==> src/rtl/period_meter.sv <==
// period_meter
//   Measures period and high time of a slow asynchronous signal in Clk_in
//   cycles. sig_in passes through a 3-flop synchronizer; the third flop is
//   only used for edge detection.
// Ports:
//   Clk_in      system clock, rising edge
//   reset       async active-low reset
//   enable      measurement enable (sync to Clk_in)
//   sig_in      signal under measurement (async)
//   period      cycles between the last two rising edges of sig_in
//   high_time   cycles sig_in was high within that period
//   meas_valid  one-cycle pulse when period/high_time update
//   timeout     no rising edge within MAX cycles; sticky until next result
module period_meter #(
  parameter int WIDTH = 16
) (
  input  logic             Clk_in,
  input  logic             reset,
  input  logic             enable,
  input  logic             sig_in,
  output logic [WIDTH-1:0] period,
  output logic [WIDTH-1:0] high_time,
  output logic             meas_valid,
  output logic             timeout
);

  typedef enum logic [1:0] {IDLE, ARM, MEASURE, TMO} state_t;

  localparam logic [WIDTH-1:0] MAX = '1;
  localparam logic [WIDTH-1:0] ONE = {{(WIDTH-1){1'b0}}, 1'b1};

  state_t           st, nxt;
  logic             s1, s2, s3;
  logic             rise;
  logic [WIDTH-1:0] cnt, hcnt, cnt_d, hcnt_d, period_d, high_d;
  logic             valid_d, to_d;

  // synchronizer runs regardless of enable so edges are clean on re-arm
  always_ff @(posedge Clk_in or negedge reset) begin
    if (!reset) begin
      s1 <= 1'b0;
      s2 <= 1'b0;
      s3 <= 1'b0;
    end else begin
      s1 <= sig_in;
      s2 <= s1;
      s3 <= s2;
    end
  end

  assign rise = s2 & ~s3;

  // state register
  always_ff @(posedge Clk_in or negedge reset) begin
    if (!reset) st <= IDLE;
    else        st <= nxt;
  end

  // next state; enable low overrides everything, including a coincident rise
  always_comb begin
    nxt = st;
    if (!enable) nxt = IDLE;
    else begin
      case (st)
        IDLE:    nxt = ARM;
        ARM:     if (rise) nxt = MEASURE;
        MEASURE: if (!rise && cnt == MAX) nxt = TMO;
        TMO:     if (rise) nxt = MEASURE;
        default: nxt = IDLE;
      endcase
    end
  end

  // next values of counters and registered outputs
  always_comb begin
    cnt_d    = cnt;
    hcnt_d   = hcnt;
    period_d = period;
    high_d   = high_time;
    valid_d  = 1'b0;
    to_d     = timeout;
    if (!enable) begin
      cnt_d  = '0;
      hcnt_d = '0;
      to_d   = 1'b0;
    end else begin
      case (st)
        IDLE: begin
          cnt_d  = '0;
          hcnt_d = '0;
        end
        // the rise cycle itself is high, so hcnt restarts at 1
        ARM, TMO: begin
          if (rise) begin
            cnt_d  = ONE;
            hcnt_d = ONE;
          end
        end
        MEASURE: begin
          if (rise) begin
            // a rise exactly at cnt==MAX still yields a valid MAX result
            period_d = cnt;
            high_d   = hcnt;
            valid_d  = 1'b1;
            to_d     = 1'b0;
            cnt_d    = ONE;
            hcnt_d   = ONE;
          end else if (cnt == MAX) begin
            to_d     = 1'b1;
            period_d = '0;
            high_d   = '0;
          end else begin
            cnt_d  = cnt + ONE;
            hcnt_d = hcnt + {{(WIDTH-1){1'b0}}, s2};
          end
        end
        default: begin
          cnt_d  = '0;
          hcnt_d = '0;
        end
      endcase
    end
  end

  always_ff @(posedge Clk_in or negedge reset) begin
    if (!reset) begin
      cnt        <= '0;
      hcnt       <= '0;
      period     <= '0;
      high_time  <= '0;
      meas_valid <= 1'b0;
      timeout    <= 1'b0;
    end else begin
      cnt        <= cnt_d;
      hcnt       <= hcnt_d;
      period     <= period_d;
      high_time  <= high_d;
      meas_valid <= valid_d;
      timeout    <= to_d;
    end
  end

endmodule

==> config.mk <==
export PLATFORM = sky130hd
export DESIGN_NAME = period_meter
export DESIGN_NICKNAME = d
export VERILOG_FILES = /design/src/rtl/period_meter.sv
export SDC_FILE = /design/constraint.sdc
export NUM_CORES = 1
export LEC_CHECK = 0
export ABC_AREA = 1
export BUFFER_PORTS_ARGS = -buffer_cell sky130_fd_sc_hd__buf_2
export CORE_MARGIN = 2
export CORE_UTILIZATION = 58
export CTS_CLUSTER_SIZE = 28
export DETAILED_ROUTE_END_ITERATION = 7
export HOLD_SLACK_MARGIN = 0.02
export PLACE_DENSITY = 0.86
export SLEW_MARGIN = 20
export SYNTH_ARGS = -nofsm -noshare
export SYNTH_HDL_FRONTEND = slang
export SYNTH_SLANG_ARGS = --single-unit
==> constraint.sdc <==
create_clock -name Clk_in -period 2.2 [get_ports Clk_in]
set_input_delay 0.22 -clock Clk_in [delete_from_list [all_inputs] [get_ports Clk_in]]
set_output_delay 0.22 -clock Clk_in [all_outputs]
set_load 0.005 [all_outputs]
==> summary.md <==
The run finished with clean final reports. After detailed routing, the total wire length is 8410 um. The tool flagged a number of max-cap violations equal to 0. Data required time of the critical path: 2.48 ns. 0 antenna diodes ended up in the layout. The shortest period the worst path allows is 1.98 ns, and the total of buffers placed on input and output ports is 37. The run gives 594 as the count of placed standard cells in the final layout, fillers left out. The relative area change from synthesis to final layout is 13.5%.

Yosys instantiated no cell more often than sky130_fd_sc_hd__nand2_1. The floorplan step defined a die boundary enclosing 6820 um2. The clock drives 71 sinks. The source-to-sink clock delay at the later pin of the worst-skew pair was 0.35 ns; the fraction of final layout cells with drive strength greater than 1 was 0.139. The die height was 82.6 um; the post-route DRC violation count was 0.

The via count of the first global-routing pass is 2883, and the tightest slew margin relative to the limit is 0.448. In this run the standard cell core region covers 5960 um2. The logs give 474 for the count of mapped cells out of synthesis and 481 for the number of nets produced by synthesis. The mapped netlist covers 3580 um2.

Dividing the detail-routed wire length by the instance count gives 14.1 um. The clock tree synthesis step divided the H-tree into 3 levels. The initial core utilization was 0.601; the number of slew-limit violations in the final report was 0. STA classifies the critical path endpoint as a flop. The warning count from the yosys run came out at 0. The tools report the maximum vdd ir drop as 0.000521 V.

In this run the clock root is driven by a sky130_fd_sc_hd__clkbuf_8. The initial antenna violation count was 0; the final net count was 521. The share of synthesized flip-flops with an asynchronous set or reset was 1.00; the actual slew at the worst max-slew pin was 0.827 ns.

The critical path is of the flop to flop type. The worst hold slack after final layout is 0.342 ns. The die boundary width is 82.6 um, and the via-per-instance ratio is 5.53. The most area-hungry cell type in the Yosys netlist is sky130_fd_sc_hd__dfrtp_1. The run gives 2 as the maximum clock path buffer count.

Setup repair after global routing left no endpoint under its margin. The half-perimeter wire length of the detailed placement result is 5750 um, and the detailed-route via count is 3284. The number of synthesized flops with an enable pin was 0. Final sum of negative setup slack: 0 ns. Most frequently used flop master after synthesis: sky130_fd_sc_hd__dfrtp_1. By count the netlist is led by sky130_fd_sc_hd__nand2_1 (165), sky130_fd_sc_hd__dfrtp_1 (71), sky130_fd_sc_hd__inv_1 (50).

For the final database, setup skew stands at 0.0110 ns. Clock-pin slew was measured on the worst setup and hold paths at 0.08 ns. For the total global routing track utilization, the log shows 0.264. The worst min-delay path category was primary input to flop.

The final core utilization is 0.683. The number of placed I/O pins is 38, and the count of unique library cells instantiated by Yosys is 26. The part of the Yosys area used for sequential elements is 0.496, and the synthesis-stage register bit count is 71.

The worst setup path is launched from a flop. For this design the ratio of total power to cell area is 651 nW/um2. The tools report the count of final hold-check violations as 0. For the number of placement rows, the log shows 28. Summing internal, switching and leakage power gives 2.65 mW.

Sorting the synthesized cells by area gives the leading types as sky130_fd_sc_hd__dfrtp_1 (50%), sky130_fd_sc_hd__nand2_1 (17%), sky130_fd_sc_hd__o21ai_0 (6.3%). For this run, the top clock speed supported by timing is 506 MHz. The detailed router finished its first iteration with 346 violations. The analysis attributes to cell leakage a power of 2.22 nW. The run gives 0 as the post-detailed-route count of antenna-violating nets. TritonCTS built the clock tree.

The largest net degree at the start of global routing came out at 47. The final critical-path share of the clock period was 0.898; the final setup violation count was 0. The logs give 5 for the first-pass iteration count of the detailed router and 9 for the number of CTS-inserted buffers. The critical-path maximum fanout is 17.

The area share of the largest cell type after synthesis was 0.496; the number of cells in the design after placement was 576. At the worst endpoint, the arrival time is 2.25 ns. The total congestion overflow is 0, and the final estimated routing congestion in global placement is 0.941. The logs give 0 for the count of buffers added by post-CTS timing repair for setup and 13500 um for the global-route wire length before repair. Dividing the synthesized area by the synthesized cell count gives 7.56 um2.
registers in the layout (all words and copies together), names as in the netlist:
signal / flops
s1: 1
period: 16
s3: 1
high_time: 16
hcnt: 16
cnt: 16
st: 2
meas_valid: 1
timeout: 1
s2: 1
layout by cell type, fill, tap and decap left out:
cell type,netlist,routed
sky130_fd_sc_hd__nand2_1,165,165
sky130_fd_sc_hd__dfrtp_1,71,71
sky130_fd_sc_hd__inv_1,50,50
sky130_fd_sc_hd__o21ai_0,45,45
sky130_fd_sc_hd__nor2_1,45,44
sky130_fd_sc_hd__buf_2,4,37
sky130_fd_sc_hd__nand3_1,26,26
sky130_fd_sc_hd__nor3_1,11,11
sky130_fd_sc_hd__clkbuf_8,0,10
sky130_fd_sc_hd__o21ai_1,8,8
sky130_fd_sc_hd__o21bai_1,7,7
sky130_fd_sc_hd__nand4_1,6,6
sky130_fd_sc_hd__buf_4,2,5
sky130_fd_sc_hd__nand3_2,4,4
sky130_fd_sc_hd__a21oi_1,3,3
sky130_fd_sc_hd__ha_1,3,3
sky130_fd_sc_hd__clkinv_2,0,3
sky130_fd_sc_hd__nor2_4,2,2
sky130_fd_sc_hd__inv_2,2,2
sky130_fd_sc_hd__nor2_2,1,2
sky130_fd_sc_hd__xor2_1,2,2
sky130_fd_sc_hd__clkinvlp_4,0,2
sky130_fd_sc_hd__dlygate4sd3_1,0,2
sky130_fd_sc_hd__buf_12,0,2
sky130_fd_sc_hd__nand2_2,2,1
sky130_fd_sc_hd__o31ai_1,1,1
sky130_fd_sc_hd__nand2_4,0,1
sky130_fd_sc_hd__and3_1,1,1
sky130_fd_sc_hd__xnor2_1,1,1
sky130_fd_sc_hd__o41ai_1,1,1
sky130_fd_sc_hd__bufinv_16,0,1
power breakdown:
| group | switching, mW | internal [mW] | total, mW |
|---|---|---|---|
| combinational | 0.168 | 0.0633 | 0.232 |
| sequential | 0.0268 | 1.33 | 1.36 |
| clock | 0.507 | 0.548 | 1.06 |
| total | 0.702 | 1.94 | 2.65 |
cells by family (layout without fill, tap and decap cells):
kind of cell | after synthesis | after routing | synth area share
AOI/OAI and AO/OA | 65 | 65 | 0.0975
xor gates and xnor gates | 3 | 3 | 0.00734
adders and majority gates | 3 | 3 | 0.0105
buffers and inverters | 69 | 114 | 0.0821
DFF | 71 | 71 | 0.496
and+or+nand+nor | 263 | 263 | 0.307
final cells by class:
class / instances / area [um2]
flip-flops and latches: 71 / 1780
clock buffers: 10 / 138
repair buffers: 46 / 283
well taps: 75 / 93.8
multi-input cells: 334 / 1520
fillers: 484 / 1890
inverters: 52 / 195
clock inverters: 6 / 60.1
final timing paths:
path | startpoint | to | cells after the start | slack [ns]
min | enable | hcnt[7]$_DFFE_PN0P_ | 4 | 0.34
max in group asynchronous | reset | high_time[14]$_DFFE_PN0P_ | 3 | 1.14
max | s2$_DFF_PN0_ | hcnt[9]$_DFFE_PN0P_ | 8 | 0.22
min reg2reg | s1$_DFF_PN0_ | s2$_DFF_PN0_ | 0 | 0.36
max reg2reg | s2$_DFF_PN0_ | hcnt[9]$_DFFE_PN0P_ | 8 | 0.22
min in group asynchronous | reset | period[3]$_DFFE_PN0P_ | 2 | 0.40
critical path, cell delays in order (launching register included):
cell                      delay, ns
sky130_fd_sc_hd__dfrtp_1       0.44
sky130_fd_sc_hd__inv_1         0.10
sky130_fd_sc_hd__nor2_4        0.23
sky130_fd_sc_hd__inv_2         0.18
sky130_fd_sc_hd__nand3_2       0.16
sky130_fd_sc_hd__nand2_2       0.19
sky130_fd_sc_hd__inv_2         0.32
sky130_fd_sc_hd__nand3_1       0.13
sky130_fd_sc_hd__a21oi_1       0.16
metrics by stage:
stage / instance area, um2 / setup WS [ns]
after floorplan: 3580 / 0.562
after global placement: 3840 / 0.333
after detailed placement: 3840 / 0.193
after CTS: 4060 / 0.184
after global routing: 4070 / 0.0489
final: 4070 / 0.225
routing by layer:
| layer | routed length, um | global-route usage | up-vias | share of wire |
|---|---|---|---|---|
| li1 | - | - | 1584 | - |
| met1 | 3740 | 0.355 | 1556 | 0.45 |
| met2 | 4020 | 0.426 | 131 | 0.48 |
| met3 | 508 | 0.0446 | 13 | 0.060 |
| met4 | 132 | 0.105 | 0 | 0.016 |
| met5 | 0 | 0 | - | 0 |
what timing repair did:
action,CTS,global route
gates resized for setup,0,1
hold buffers,2,0
hold endpoints to repair,26,0
endpoints found under the setup margin,0,3
Power figures use the tool's default switching activity.
